===== src/rtl/shift_ctrl_pkg.sv =====
// -----------------------------------------------------------------------------
// shift_ctrl_pkg
// Shared definitions for the shift issue controller slice:
//   - default operand width, shift-field width and request FIFO depth
//   - FSM state encoding used by shift_issue_ctrl
//   - request entry layout {a, shift} as stored in the request FIFO
// No ports (package).
// -----------------------------------------------------------------------------
package shift_ctrl_pkg;

    localparam int WIDTH_DEF = 8;
    localparam int SW_DEF    = 3;
    localparam int DEPTH_DEF = 4;

    typedef enum logic [1:0] {
        ST_IDLE  = 2'd0,
        ST_START = 2'd1,
        ST_WAIT  = 2'd2,
        ST_OUT   = 2'd3
    } state_t;

    // Request entry at the default widths. The FIFO stores entries as a flat
    // vector in this same field order ({a, shift}) so any WIDTH/SW works.
    typedef struct packed {
        logic [WIDTH_DEF-1:0] a;
        logic [SW_DEF-1:0]    shift;
    } req_t;

endpackage : shift_ctrl_pkg


===== src/rtl/shift_req_fifo.sv =====
// -----------------------------------------------------------------------------
// shift_req_fifo
// Synchronous request FIFO; DEPTH must be a power of 2 (minimum 2) so the
// read/write pointers wrap naturally modulo DEPTH.
// Ports:
//   CLK      clock
//   RST      asynchronous active-low reset (empties the FIFO)
//   i_push   write i_data (ignored while full)
//   i_pop    drop the head entry (ignored while empty)
//   i_data   entry to write
//   o_data   head entry (valid while !o_empty)
//   o_full   DEPTH entries stored
//   o_empty  no entries stored
//   o_count  occupancy, log2(DEPTH)+1 bits
// -----------------------------------------------------------------------------
module shift_req_fifo
    import shift_ctrl_pkg::*;
#(
    parameter int DW    = WIDTH_DEF + SW_DEF,
    parameter int DEPTH = DEPTH_DEF
) (
    input  logic                   CLK,
    input  logic                   RST,
    input  logic                   i_push,
    input  logic                   i_pop,
    input  logic [DW-1:0]          i_data,
    output logic [DW-1:0]          o_data,
    output logic                   o_full,
    output logic                   o_empty,
    output logic [$clog2(DEPTH):0] o_count
);

    localparam int AW = $clog2(DEPTH);
    localparam int CW = AW + 1;
    localparam logic [CW-1:0] FULL_CNT = CW'(DEPTH);
    localparam logic [CW-1:0] ZERO_CNT = {CW{1'b0}};

    logic [DW-1:0] r_mem [DEPTH];
    logic [AW-1:0] r_wr_ptr;
    logic [AW-1:0] r_rd_ptr;
    logic [CW-1:0] r_count;
    logic          w_do_push;
    logic          w_do_pop;

    // Guard against overflow/underflow even if the caller misbehaves.
    assign w_do_push = i_push && (r_count != FULL_CNT);
    assign w_do_pop  = i_pop  && (r_count != ZERO_CNT);

    // Storage array write.
    always_ff @(posedge CLK or negedge RST) begin
        if (!RST) begin
            for (int i = 0; i < DEPTH; i++) begin
                r_mem[i] <= {DW{1'b0}};
            end
        end else if (w_do_push) begin
            r_mem[r_wr_ptr] <= i_data;
        end
    end

    // Write/read pointers, wrapping modulo DEPTH.
    always_ff @(posedge CLK or negedge RST) begin
        if (!RST) begin
            r_wr_ptr <= {AW{1'b0}};
            r_rd_ptr <= {AW{1'b0}};
        end else begin
            if (w_do_push) begin
                r_wr_ptr <= r_wr_ptr + AW'(1);
            end
            if (w_do_pop) begin
                r_rd_ptr <= r_rd_ptr + AW'(1);
            end
        end
    end

    // Occupancy count; simultaneous push and pop leave it unchanged.
    always_ff @(posedge CLK or negedge RST) begin
        if (!RST) begin
            r_count <= ZERO_CNT;
        end else begin
            case ({w_do_push, w_do_pop})
                2'b10:   r_count <= r_count + CW'(1);
                2'b01:   r_count <= r_count - CW'(1);
                default: r_count <= r_count;
            endcase
        end
    end

    assign o_data  = r_mem[r_rd_ptr];
    assign o_full  = (r_count == FULL_CNT);
    assign o_empty = (r_count == ZERO_CNT);
    assign o_count = r_count;

endmodule : shift_req_fifo


===== src/rtl/shift_issue_ctrl.sv =====
// -----------------------------------------------------------------------------
// shift_issue_ctrl
// Upstream sequencer for the multi-cycle variable left shifter. Buffers
// requests in a FIFO, issues each one with a single-cycle start pulse while
// holding operand/width steady, captures the result at a fixed cycle and
// presents it on a valid/ready output.
//
// Build option: define SHIFT_CHECK_EN to add the sticky 'err' output, set when
// the captured shifter result differs from (sh_a << sh_width).
//
// Ports:
//   CLK, RST               clock; asynchronous active-low reset
//   in_valid/in_ready      request handshake; in_a operand, in_shift width
//   sh_start               one-cycle start pulse to the shifter (registered)
//   sh_a, sh_width         operands to the shifter, held for the whole shift
//   sh_result              shifter output
//   out_valid/out_ready    result handshake; out_data result, out_shift width
//   busy                   FSM not idle or FIFO not empty (registered)
//   err                    (SHIFT_CHECK_EN only) sticky result mismatch flag
// -----------------------------------------------------------------------------
module shift_issue_ctrl
    import shift_ctrl_pkg::*;
#(
    parameter int WIDTH = WIDTH_DEF,
    parameter int SW    = SW_DEF,
    parameter int DEPTH = DEPTH_DEF
) (
    input  logic             CLK,
    input  logic             RST,
    input  logic             in_valid,
    output logic             in_ready,
    input  logic [WIDTH-1:0] in_a,
    input  logic [SW-1:0]    in_shift,
    output logic             sh_start,
    output logic [WIDTH-1:0] sh_a,
    output logic [SW-1:0]    sh_width,
    input  logic [WIDTH-1:0] sh_result,
    output logic             out_valid,
    input  logic             out_ready,
    output logic [WIDTH-1:0] out_data,
    output logic [SW-1:0]    out_shift,
    output logic             busy
`ifdef SHIFT_CHECK_EN
    ,
    output logic             err
`endif
);

    localparam int DW   = WIDTH + SW;
    localparam int QCW  = $clog2(DEPTH) + 1;
    localparam int CNTW = SW + 1;

    state_t           r_state;
    state_t           w_next_state;
    logic             w_pop;
    logic             w_push;
    logic             w_capture;
    logic             w_out_hs;
    logic [DW-1:0]    w_head;
    logic             w_fifo_full;
    logic             w_fifo_empty;
    logic [QCW-1:0]   w_count;
    logic [QCW-1:0]   w_count_nxt;
    logic [CNTW-1:0]  r_cnt;
    logic [CNTW-1:0]  w_cnt_done;

    logic             r_sh_start;
    logic [WIDTH-1:0] r_sh_a;
    logic [SW-1:0]    r_sh_width;
    logic             r_out_valid;
    logic [WIDTH-1:0] r_out_data;
    logic [SW-1:0]    r_out_shift;
    logic             r_busy;

    assign in_ready = !w_fifo_full;
    assign w_push   = in_valid && !w_fifo_full;
    assign w_out_hs = r_out_valid && out_ready;

    shift_req_fifo #(
        .DW    (DW),
        .DEPTH (DEPTH)
    ) u_fifo (
        .CLK     (CLK),
        .RST     (RST),
        .i_push  (w_push),
        .i_pop   (w_pop),
        .i_data  ({in_a, in_shift}),
        .o_data  (w_head),
        .o_full  (w_fifo_full),
        .o_empty (w_fifo_empty),
        .o_count (w_count)
    );

    // The shifter's final value is valid to sample at edge w+2 after the
    // start edge; with cnt cleared at edge 0 that is the edge where cnt==w+1.
    // For w=max this lands on edge 2^SW+1, just before the shifter wraps.
    assign w_cnt_done = {1'b0, r_sh_width} + {{SW{1'b0}}, 1'b1};

    // Next-state logic: pops are issued from IDLE and, back-to-back, from OUT.
    always_comb begin
        w_next_state = r_state;
        w_pop        = 1'b0;
        w_capture    = 1'b0;
        case (r_state)
            ST_IDLE: begin
                if (!w_fifo_empty) begin
                    w_pop        = 1'b1;
                    w_next_state = ST_START;
                end else begin
                    w_next_state = ST_IDLE;
                end
            end
            ST_START: begin
                w_next_state = ST_WAIT;
            end
            ST_WAIT: begin
                if (r_cnt == w_cnt_done) begin
                    w_capture    = 1'b1;
                    w_next_state = ST_OUT;
                end else begin
                    w_next_state = ST_WAIT;
                end
            end
            ST_OUT: begin
                if (w_out_hs) begin
                    if (!w_fifo_empty) begin
                        w_pop        = 1'b1;
                        w_next_state = ST_START;
                    end else begin
                        w_next_state = ST_IDLE;
                    end
                end else begin
                    w_next_state = ST_OUT;
                end
            end
            default: begin
                w_next_state = ST_IDLE;
            end
        endcase
    end

    // FIFO occupancy after this edge, used to register busy.
    always_comb begin
        w_count_nxt = w_count;
        if (w_push && !w_pop) begin
            w_count_nxt = w_count + QCW'(1);
        end else if (!w_push && w_pop) begin
            w_count_nxt = w_count - QCW'(1);
        end else begin
            w_count_nxt = w_count;
        end
    end

    // FSM state register.
    always_ff @(posedge CLK or negedge RST) begin
        if (!RST) begin
            r_state <= ST_IDLE;
        end else begin
            r_state <= w_next_state;
        end
    end

    // Shifter drive: a pop always enters START, so the start pulse is the
    // registered pop; operands load only on a pop and are held otherwise.
    always_ff @(posedge CLK or negedge RST) begin
        if (!RST) begin
            r_sh_start <= 1'b0;
            r_sh_a     <= {WIDTH{1'b0}};
            r_sh_width <= {SW{1'b0}};
        end else begin
            r_sh_start <= w_pop;
            if (w_pop) begin
                r_sh_a     <= w_head[DW-1:SW];
                r_sh_width <= w_head[SW-1:0];
            end
        end
    end

    // Cycle counter: zero outside WAIT (START's exit edge clears it).
    always_ff @(posedge CLK or negedge RST) begin
        if (!RST) begin
            r_cnt <= {CNTW{1'b0}};
        end else if (r_state == ST_WAIT) begin
            r_cnt <= r_cnt + CNTW'(1);
        end else begin
            r_cnt <= {CNTW{1'b0}};
        end
    end

    // Result capture and output handshake; data is only written at capture
    // so it stays stable while out_ready is low.
    always_ff @(posedge CLK or negedge RST) begin
        if (!RST) begin
            r_out_valid <= 1'b0;
            r_out_data  <= {WIDTH{1'b0}};
            r_out_shift <= {SW{1'b0}};
        end else if (w_capture) begin
            r_out_valid <= 1'b1;
            r_out_data  <= sh_result;
            r_out_shift <= r_sh_width;
        end else if (w_out_hs) begin
            r_out_valid <= 1'b0;
        end
    end

    // Busy flag registered from next state and next FIFO occupancy.
    always_ff @(posedge CLK or negedge RST) begin
        if (!RST) begin
            r_busy <= 1'b0;
        end else begin
            r_busy <= (w_next_state != ST_IDLE) || (w_count_nxt != {QCW{1'b0}});
        end
    end

`ifdef SHIFT_CHECK_EN
    logic [WIDTH-1:0] w_expect;
    logic             r_err;

    assign w_expect = r_sh_a << r_sh_width;

    // Sticky mismatch flag, evaluated only at the capture edge.
    always_ff @(posedge CLK or negedge RST) begin
        if (!RST) begin
            r_err <= 1'b0;
        end else if (w_capture && (sh_result != w_expect)) begin
            r_err <= 1'b1;
        end
    end

    assign err = r_err;
`endif

    assign sh_start  = r_sh_start;
    assign sh_a      = r_sh_a;
    assign sh_width  = r_sh_width;
    assign out_valid = r_out_valid;
    assign out_data  = r_out_data;
    assign out_shift = r_out_shift;
    assign busy      = r_busy;

endmodule : shift_issue_ctrl


===== config.mk =====
export PLATFORM = sky130hd
export DESIGN_NAME = shift_issue_ctrl
export DESIGN_NICKNAME = d
export VERILOG_FILES = /design/src/rtl/shift_ctrl_pkg.sv /design/src/rtl/shift_req_fifo.sv /design/src/rtl/shift_issue_ctrl.sv
export SDC_FILE = /design/constraint.sdc
export NUM_CORES = 1
export LEC_CHECK = 0
export CAP_MARGIN = 20
export CORE_MARGIN = 5
export CORE_UTILIZATION = 55
export CTS_CLUSTER_DIAMETER = 100
export DETAILED_ROUTE_END_ITERATION = 12
export HOLD_SLACK_MARGIN = 0.15
export PLACE_DENSITY = 0.87
export REMOVE_ABC_BUFFERS = 1
export SETUP_SLACK_MARGIN = 0.4
export SLEW_MARGIN = 15
export SYNTH_ARGS = -nofsm -noshare
export SYNTH_HDL_FRONTEND = slang
export SYNTH_SLANG_ARGS = --single-unit

===== constraint.sdc =====
create_clock -name CLK -period 3.4 [get_ports CLK]
set_clock_uncertainty 0.2 [all_clocks]
set_input_delay 0.85 -clock CLK [delete_from_list [all_inputs] [get_ports CLK]]
set_output_delay 0.85 -clock CLK [all_outputs]
set_load 0.02 [all_outputs]

After elaboration in Yosys (flattened, before gate mapping)
Index checks and enable logic that the tools add are counted.

Register bits after elaboration: 82. Bits of input ports: 23.

Multiplexer cells: 21. Bitwise gates (word level): 2. Equal/unequal tests: 8. Order comparisons: 3. Add/subtract/negate cells: 6. Reduce and logical (&&, ||, !) cells: 18.

Operators with widths (count): $bwmux 44 (1); $mux 11 (3); $bmux 11 s2 (1); $demux 11 s2 (1); $mux 1 (8); $pmux 2 s4 (1); $logic_and 1x1->1 (7); $eq 2x2->1 const B (3); $ge 3x3->1 const B (2); $mux 3 (2); $not 2->3 (2); $pmux 3 s2 (1); $reduce_bool 2->1 (3); $reduce_bool 3->1 (2); $add 2x1->2 const B (2); $add 3x1->4 const B (1); $add 4x1->4 const B (1); $eq 2x1->1 const B (2); $eq 4x4->1 (1); $mux 4 (1); $add 3x1->3 const B (1); $eq 3x3->1 const B (1); $logic_not 1->1 (3); $logic_not 3->1 (1); 7 further kinds (7).

Longest topological paths before layout
Gate-level depths: netlist of the first run.

Word-level depth: 9. Gate-level depth with buffers: 10.

Modules after synthesis
A second synthesis of the first run with hierarchy kept.

Cells, all modules: 254. Area, all modules: 3802.4 µm².

Modules (own cells, without submodules): shift_req_fifo (sequential area each 1276.2 µm², cells each 145, area an instance 2323.5 µm², times used 1); shift_issue_ctrl (sequential area each 775.7 µm², cells each 109, area an instance 1478.9 µm², times used 1).

Least setup slack after synthesis of the first run
OpenSTA, ideal clock, no wires.

Path kind: in2reg. Start point: input out_ready. End point: register u_fifo.r_count[2], in the netlist u_fifo.o_count[2]. Library setup time: 0.125 ns. Data required time: 3.075 ns. Path slack: 0.937 ns. Stages: 7. Buffers on the path: 1. Data arrival time: 2.138 ns. Cells stage by stage: a31oi_1 nor3_2 buf_6 ha_1 mux2i_1 nor2_1 xor2_1.

Cells in the longest elaborated chain, start to end: 6. Elaborated cells on any way between the ends: 8.

RTL lines: start: declaration (RTL line shift_issue_ctrl.sv:39) `input logic out_ready,`; $logic_and 1x1->1 (*) (RTL line shift_issue_ctrl.sv:77) `assign w_out_hs = r_out_valid && out_ready;`; $mux 1 (*) (RTL line shift_issue_ctrl.sv:125) `if (w_out_hs) begin`; $pmux 1 s2 (*) (RTL line shift_issue_ctrl.sv:104) `case (r_state)`; $logic_and 1x1->1 (*) (RTL line shift_req_fifo.sv:47) `assign w_do_pop = i_pop && (r_count != ZERO_CNT);`; via u_fifo.w_do_pop (RTL line shift_req_fifo.sv:43) `logic w_do_pop;`; $eq 2x1->1 or $eq 2x2->1 (tied branches) (RTL line shift_req_fifo.sv:80) `case ({w_do_push, w_do_pop})`; $pmux 3 s2 or $reduce_bool 2->1 (tied branches); end signal: assignment (RTL line shift_req_fifo.sv:81) `2'b10: r_count <= r_count + CW'(1);`; end signal: assignment (RTL line shift_req_fifo.sv:82) `2'b01: r_count <= r_count - CW'(1);`; end signal: assignment (RTL line shift_req_fifo.sv:83) `default: r_count <= r_count;`; end: declaration (RTL line shift_req_fifo.sv:41) `logic [CW-1:0] r_count;`.

The timed path passes the listed nets; every way through them passes the cells marked *. A chain may end at the register's enable or synchronous reset.

Worst setup path after layout of the first run
Start point: register u_fifo.r_count[0], in the netlist u_fifo.o_count[0]. End point: output in_ready.

Cells in the longest elaborated chain, start to end: 2.

RTL lines: $eq 3x3->1 (RTL line shift_req_fifo.sv:89) `assign o_full = (r_count == FULL_CNT);`; $logic_not 1->1 (RTL line shift_issue_ctrl.sv:75) `assign in_ready = !w_fifo_full;`; end: declaration (RTL line shift_issue_ctrl.sv:31) `output logic in_ready,`.

Every way passes these cells.

==> results of run 1 <==
worst max path at each step:
stage | start | end | slack [ns] | depth (start not counted)
after floorplan | out_ready | u_fifo.o_count[2]$_DFFE_PN0P_ | 0.69 | 6
after global placement | in_valid | u_fifo.r_mem[32]$_DFFE_PN0P_ | 0.61 | 4
after detailed placement | in_valid | u_fifo.r_mem[26]$_DFFE_PN0P_ | 0.56 | 4
after CTS | u_fifo.o_count[0]$_DFFE_PN0P_ | in_ready | 0.56 | 4
after global routing | u_fifo.o_count[0]$_DFFE_PN0P_ | in_ready | 0.49 | 4
final | u_fifo.o_count[0]$_DFFE_PN0P_ | in_ready | 0.59 | 4
repair_timing:
item,CTS,global route
hold buffers,0,1
setup endpoints to repair,0,0
hold endpoints to repair,0,14
flip-flops by register name, indices dropped and copies added, names as in the netlist:
signal / cells
sh_a: 8
u_fifo.r_mem: 44
r_cnt: 4
u_fifo.r_rd_ptr: 2
out_valid: 1
u_fifo.o_count: 3
r_state: 2
sh_start: 1
out_data: 8
u_fifo.r_wr_ptr: 2
out_shift: 3
sh_width: 3
busy: 1
stage by stage:
stage / setup WS, ns / area [sq um] / std cells / utilization
3_5_place_dp: 0.564 / 4250 / 367 / 0.633
6_report: 0.593 / 4490 / 385 / 0.669
3_3_place_gp: 0.605 / 4250 / 367 / 0.633
4_1_cts: 0.561 / 4460 / 383 / 0.663
5_1_grt: 0.489 / 4490 / 385 / 0.669
2_1_floorplan: 0.692 / 3670 / 238 / -
logic make-up (layout without fill, tap and decap cells):
family,Yosys count,in the layout
xor gates and xnor gates,13,13
buffers and inverters,18,75
adders and majority gates,14,14
and+or+nand+nor,29,29
DFF,82,82
AOI/OAI and AO/OA,11,11
muxes,81,81
power groups by stage:
| stage | Clock, mW | Combinational [mW] | Sequential, mW |
|---|---|---|---|
| 2_1_floorplan | 0 | 0.619 | 1.40 |
| 3_3_place_gp | 0 | 0.748 | 1.44 |
| 3_5_place_dp | 0 | 0.789 | 1.45 |
| 4_1_cts | 0.732 | 0.794 | 1.43 |
| 5_1_grt | 0.775 | 0.860 | 1.47 |
| 6_report | 0.708 | 0.785 | 1.43 |
per-layer routing:
metal	GRT usage	up-vias
li1	-	979
met2	0.267	45
met3	0.0520	5
met5	0	-
met4	0.0594	0
met1	0.209	1080
worst max-delay path: cells and delay by family, from the launching register on:
kind                     cells  cell delay, ns
adder cells (fa/ha/maj)      1            0.21
buffers and inverters        2            0.70
flip-flops                   1            0.43
AND/OR/NAND/NOR              1            0.07
final cells by class:
| type | count | area share |
|---|---|---|
| Sequential cell | 82 | 0.457 |
| Clock inverter | 6 | 0.0148 |
| Timing Repair Buffer | 51 | 0.116 |
| Tap cell | 80 | 0.0223 |
| Multi-Input combinational cell | 148 | 0.353 |
| Inverter | 8 | 0.00668 |
| Clock buffer | 10 | 0.0306 |
placed cells by master (no fill, tap or decap), types with 3 or more instances in the layout:
cell             instances
clkdlybuf4s50_1         47
xnor2_1                  7
o21ai_0                  5
nand3_1                  3
clkbuf_8                10
nand2_1                  8
inv_1                    8
xor2_1                   6
nor2_1                   4
ha_1                    14
mux2i_1                  4
clkinv_4                 3
dfrtp_1                 82
mux2_4                   8
nor3_1                   3
mux4_2                  11
mux2_2                  58
and2_1                   4
==> impl_metrics.py, run 1 <==
metrics = {
    "synthesis": {
        "synth.most_common_cell": "dfrtp_1",
        "syn_inst": 248,
        "synthMuxAreaShare": 0.283,
        "ys.warnings.count": 0,
        "synthSimpleGateAreaFrac": 0.0410,
        "synth_fa_ha_area_frac": 0.0467,
        "synth_top_area_share": 0.547,
        "async_flop_share": 1.00,
        "yosysUniqueCellTypes": 32,
        "synth_top_family_by_area": "multiplexers",
        "synth_compound_area_frac": 0.0217,
        "yosys.area.top_type": "dfrtp_1",
        "ys_seq_elements": 82,
        "syn_avg_cell_area_sq_um": 15.1,
        "synthXorXnorAreaFrac": 0.0303,
        "synth_flop_cell": "dfrtp_1",
        "synth_edf_count": 0,
        "yosys-top-cells-area": "dfrtp_1 55%, mux2_2 17%, mux4_2 6.6%",
        "yosys-top-cells-count": "82 x dfrtp_1, 58 x mux2_2, 14 x ha_1",
        "synth_area_sq_um": 3750,
        "seq_area_frac_synth": 0.547,
    },
    "clock_network": {
        "cts_tree": "built",
        "cts_sinks": 82,
        "cts_inserted_buffers": 9,
        "cts_resized": 0,
        "cts_root_buf": "clkbuf_8",
        "clk_latency_ns": 0.34,
        "post_cts_buffers": 0,
        "clk_pin_slew_worst_paths_ns": 0.08,
        "clk_path_buf_depth": 2,
        "htreeDepth": 3,
    },
    "global_route": {
        "grt_pass1_wl_mm": 10.9,
        "antenna_found_initial": 0,
        "grt_max_degree": 83,
        "globalRouteOverflowTotal": 0,
        "grtUsageTotal": 0.165,
        "grt_pass1_vias": 2267,
    },
    "final_layout": {
        "drive_gt1_frac": 0.331,
        "register_area_sq_um": 2050,
        "synthToLayoutAreaGrowth_pct": 19.8,
        "diodes": 0,
        "final_nets": 337,
        "multi_input_area_sq_um": 1590,
        "num-fill-cells": 498,
    },
    "power_and_ir_drop": {
        "power_density_nw_per_um2": 650,
        "leakage_nw": 2.03,
        "ir_drop_mv": 0.411,
        "power.internal_mw": 2.11,
        "switching_share": 0.277,
        "seqPwrFrac": 0.489,
        "netSwitchingPower_mw": 0.809,
        "p_clk_frac": 0.242,
        "pwr-share-comb": 0.268,
        "p_total_mw": 2.92,
    },
    "critical_path": {
        "critPathArrivalTime_ns": 1.76,
        "r2r-end": "out_shift[0]$_DFFE_PN0P_",
        "r2r_start": "sh_width[0]$_DFFE_PN0N_",
        "worst_setup_path_end_kind": "primary output",
        "critical_path_class": "flop to primary output",
        "cp_slowest_cell": "clkdlybuf4s50_1",
        "path_max_fanout": 5,
        "start_kind": "flop",
        "crit_chain": "inv_1 > ha_1 > nand2_1 > clkdlybuf4s50_1",
        "r2r_cells": 5,
        "slowest_delay_ns": 0.60,
        "rrSetupSlack_ns": 0.98,
        "required_ns": 2.35,
    },
    "route": {
        "wl_met1_mm": 2.96,
        "dr.max_layer_used": "met4",
        "routed_wl_mm": 6.48,
        "wl_met3_microns": 339,
        "routed_via_density": 5.48,
        "antenna_left": 0,
        "wl_per_cell_microns": 16.8,
        "wl_met2_mm": 3.12,
        "drt_first_pass_iters": 4,
        "vias": 2109,
        "drt_iter0_drc": 68,
        "drcViolationCount": 0,
    },
    "timing": {
        "setup_viol": 0,
        "hold_viol_final": 0,
        "slew_violations": 0,
        "maxSlewHeadroom": 0.453,
        "finalSetupTns_ns": 0,
        "hold_ws_ns": 0.305,
        "period_needed_ns": 2.81,
        "finalCritPeriodShare": 0.825,
        "rsz0062_at_grt": "false",
        "tightest_slew_ns": 0.821,
        "fmax_ghz": 0.356,
    },
    "floorplanning": {
        "start_util": 0.558,
        "num_rows": 30,
        "coreArea_sq_um": 6720,
        "fp.dieH_microns": 92.6,
        "ios": 49,
        "dieArea_sq_um": 8570,
        "fp.dieW_microns": 92.6,
    },
    "worst_hold_path": {
        "holdPathEnd": "u_fifo.r_mem[9]$_DFFE_PN0P_",
        "hold_path_class": "flop to flop",
        "min_from": "u_fifo.r_mem[9]$_DFFE_PN0P_",
        "holdPathStages": 1,
    },
    "place": {
        "numPortBuffers": 48,
        "dp_hpwl_mm": 4.28,
        "place.gp.congestion": 0.807,
    },
    "flow_run": {
        "cap_violations": 0,
    },
    "run_status": {
        "outcome": "complete, no violations",
    },
}
(Power assumes the default switching activity.)
==> run 2: changes to the inputs <==
==> constraint.sdc (replaced) <==
create_clock -name CLK -period 2.75 [get_ports CLK]
set_clock_uncertainty 0.2 [all_clocks]
set_input_delay 0.6875 -clock CLK [delete_from_list [all_inputs] [get_ports CLK]]
set_output_delay 0.6875 -clock CLK [all_outputs]
set_load 0.02 [all_outputs]
==> impl_metrics.py, run 2 (synthesized netlist as in run 1, its figures left out) <==
metrics = {
    "run_status": {
        "outcome": "complete, no violations",
    },
    "timing": {
        "tightest_slew_ns": 0.664,
        "maxSlewHeadroom": 0.557,
        "period_needed_ns": 2.29,
        "hold_ws_ns": 0.305,
        "rsz0062_at_grt": "false",
        "finalCritPeriodShare": 0.834,
        "setup_viol": 0,
        "finalSetupTns_ns": 0,
        "fmax_ghz": 0.436,
        "hold_viol_final": 0,
        "slew_violations": 0,
    },
    "final_layout": {
        "largest_reg_flops": 44,
        "regMostFlops": "u_fifo.r_mem",
        "stdcell_area_sq_um": 4590,
        "diodes": 0,
        "drive_gt1_frac": 0.350,
        "final_util": 0.683,
        "num-fill-cells": 458,
        "final_nets": 349,
        "layout_commonest_cell": "dfrtp_1",
        "most-common-layout-cells": "82 x dfrtp_1, 58 x mux2_2, 43 x clkdlybuf4s50_1, 14 x ha_1, 14 x buf_4",
        "final_cells": 397,
        "synthToLayoutAreaGrowth_pct": 22.2,
    },
    "critical_path": {
        "critical_path_class": "flop to primary output",
        "required_ns": 1.86,
        "start_kind": "flop",
        "critPathArrivalTime_ns": 1.41,
        "path_max_fanout": 4,
        "worst_setup_path_end_kind": "primary output",
    },
    "floorplanning": {
        "ios": 49,
        "fp.dieH_microns": 92.6,
        "dieArea_sq_um": 8570,
        "coreArea_sq_um": 6720,
        "num_rows": 30,
        "start_util": 0.558,
        "fp.dieW_microns": 92.6,
    },
    "place": {
        "post-place-cells": 376,
        "place.gp.congestion": 0.755,
        "numPortBuffers": 48,
        "place_area_sq_um": 4330,
        "dp_hpwl_mm": 4.63,
    },
    "route": {
        "drt_first_pass_iters": 4,
        "drcViolationCount": 0,
        "vias": 2154,
        "routed_via_density": 5.43,
        "antenna_left": 0,
        "wl_per_cell_microns": 17.3,
        "routed_wl_mm": 6.85,
        "drt_iter0_drc": 51,
    },
    "global_route": {
        "grtUsageTotal": 0.174,
        "grt_pass1_wl_mm": 11.5,
        "antenna_found_initial": 0,
        "globalRouteOverflowTotal": 0,
        "grt_max_degree": 46,
        "grt_pass1_vias": 2355,
    },
    "clock_network": {
        "clk_path_buf_depth": 2,
        "cts_inserted_buffers": 9,
        "cts_sinks": 82,
        "htreeDepth": 3,
        "clk_pin_slew_worst_paths_ns": 0.07,
        "clk_latency_ns": 0.34,
        "cts_root_buf": "clkbuf_8",
        "cts_tree": "built",
    },
    "power_and_ir_drop": {
        "power_density_nw_per_um2": 811,
        "leakage_nw": 2.12,
        "ir_drop_mv": 0.490,
    },
    "worst_hold_path": {
        "hold_path_class": "flop to flop",
    },
    "flow_run": {
        "cap_violations": 0,
    },
}
==> run 2: cell types whose count changed in the layout (fill, tap and decap cells not counted) <==
cell,change
buf_12,+1
clkdlybuf4s15_1,+1
bufinv_16,+1
dlymetal6s2s_1,+2
clkbuf_1,+2
clkdlybuf4s50_1,-4
buf_4,+12
clkinv_4,-2
clkbuf_8,-1
dlygate4sd2_1,+1
buf_16,-1
==> run 2: area by class of cell <==
type                    instances  area, sq um  share of cell area
flip-flops and latches         82         2050               0.447
multi-input cells             148         1590               0.346
repair buffers                 63          609               0.133
clock buffers                  11          131              0.0286
well taps                      80          100              0.0218
clock inverters                 5         78.8              0.0172
inverters                       8         30.0             0.00655
==> run 2: repair_timing <==
action / CTS / global route
pin swaps: 1 / 0
resized for setup: 3 / 2
setup endpoints to repair: 8 / 3
hold buffers: 1 / 0
hold endpoints to repair: 14 / 0
buffers inserted: 2 / 2
==> run 2: per-stage QoR <==
step,total power [mW],setup WS [ns]
finish,3.72,0.457
global route,3.95,0.398
global placement,2.73,0.238
floorplan,2.50,0.204
detailed placement,2.80,0.169
CTS,3.73,0.389
==> run 2: path summary, 6_finish.rpt <==
| kind | start | to | slack (ns) | cells after the start |
|---|---|---|---|---|
| setup / recovery | u_fifo.o_count[0]$_DFFE_PN0P_ | in_ready | 0.46 | 4 |
| hold / removal | u_fifo.r_mem[7]$_DFFE_PN0P_ | u_fifo.r_mem[7]$_DFFE_PN0P_ | 0.30 | 1 |
| setup reg to reg | sh_width[0]$_DFFE_PN0N_ | out_data[5]$_DFFE_PN0P_ | 0.56 | 6 |
| hold reg to reg | u_fifo.r_mem[7]$_DFFE_PN0P_ | u_fifo.r_mem[7]$_DFFE_PN0P_ | 0.30 | 1 |
| max in group asynchronous | RST | u_fifo.r_mem[7]$_DFFE_PN0P_ | 1.08 | 3 |
| min in group asynchronous | RST | out_valid$_DFFE_PN0P_ | 0.69 | 2 |
==> run 2: per-layer routing <==
layer / wire (microns) / global-route usage / share of wire / up-vias
met5: 0 / 0 / 0 / -
met2: 3280 / 0.283 / 0.48 / 51
met4: 148 / 0.0804 / 0.022 / 0
met1: 3090 / 0.224 / 0.45 / 1081
li1: - / - / - / 1007
met3: 339 / 0.0382 / 0.049 / 15
==> run 2: worst max-delay path: stages, from the launching register on <==
cell	delay, ns
dfrtp_1	0.39
inv_1	0.09
ha_1	0.21
nand2_1	0.07
clkdlybuf4s15_1	0.30
==> run 2: report_power, final <==
part	switching [mW]	total, mW	internal (mW)
Combinational	0.392	1.02	0.624
Clock	0.415	0.926	0.511
Sequential	0.201	1.78	1.58
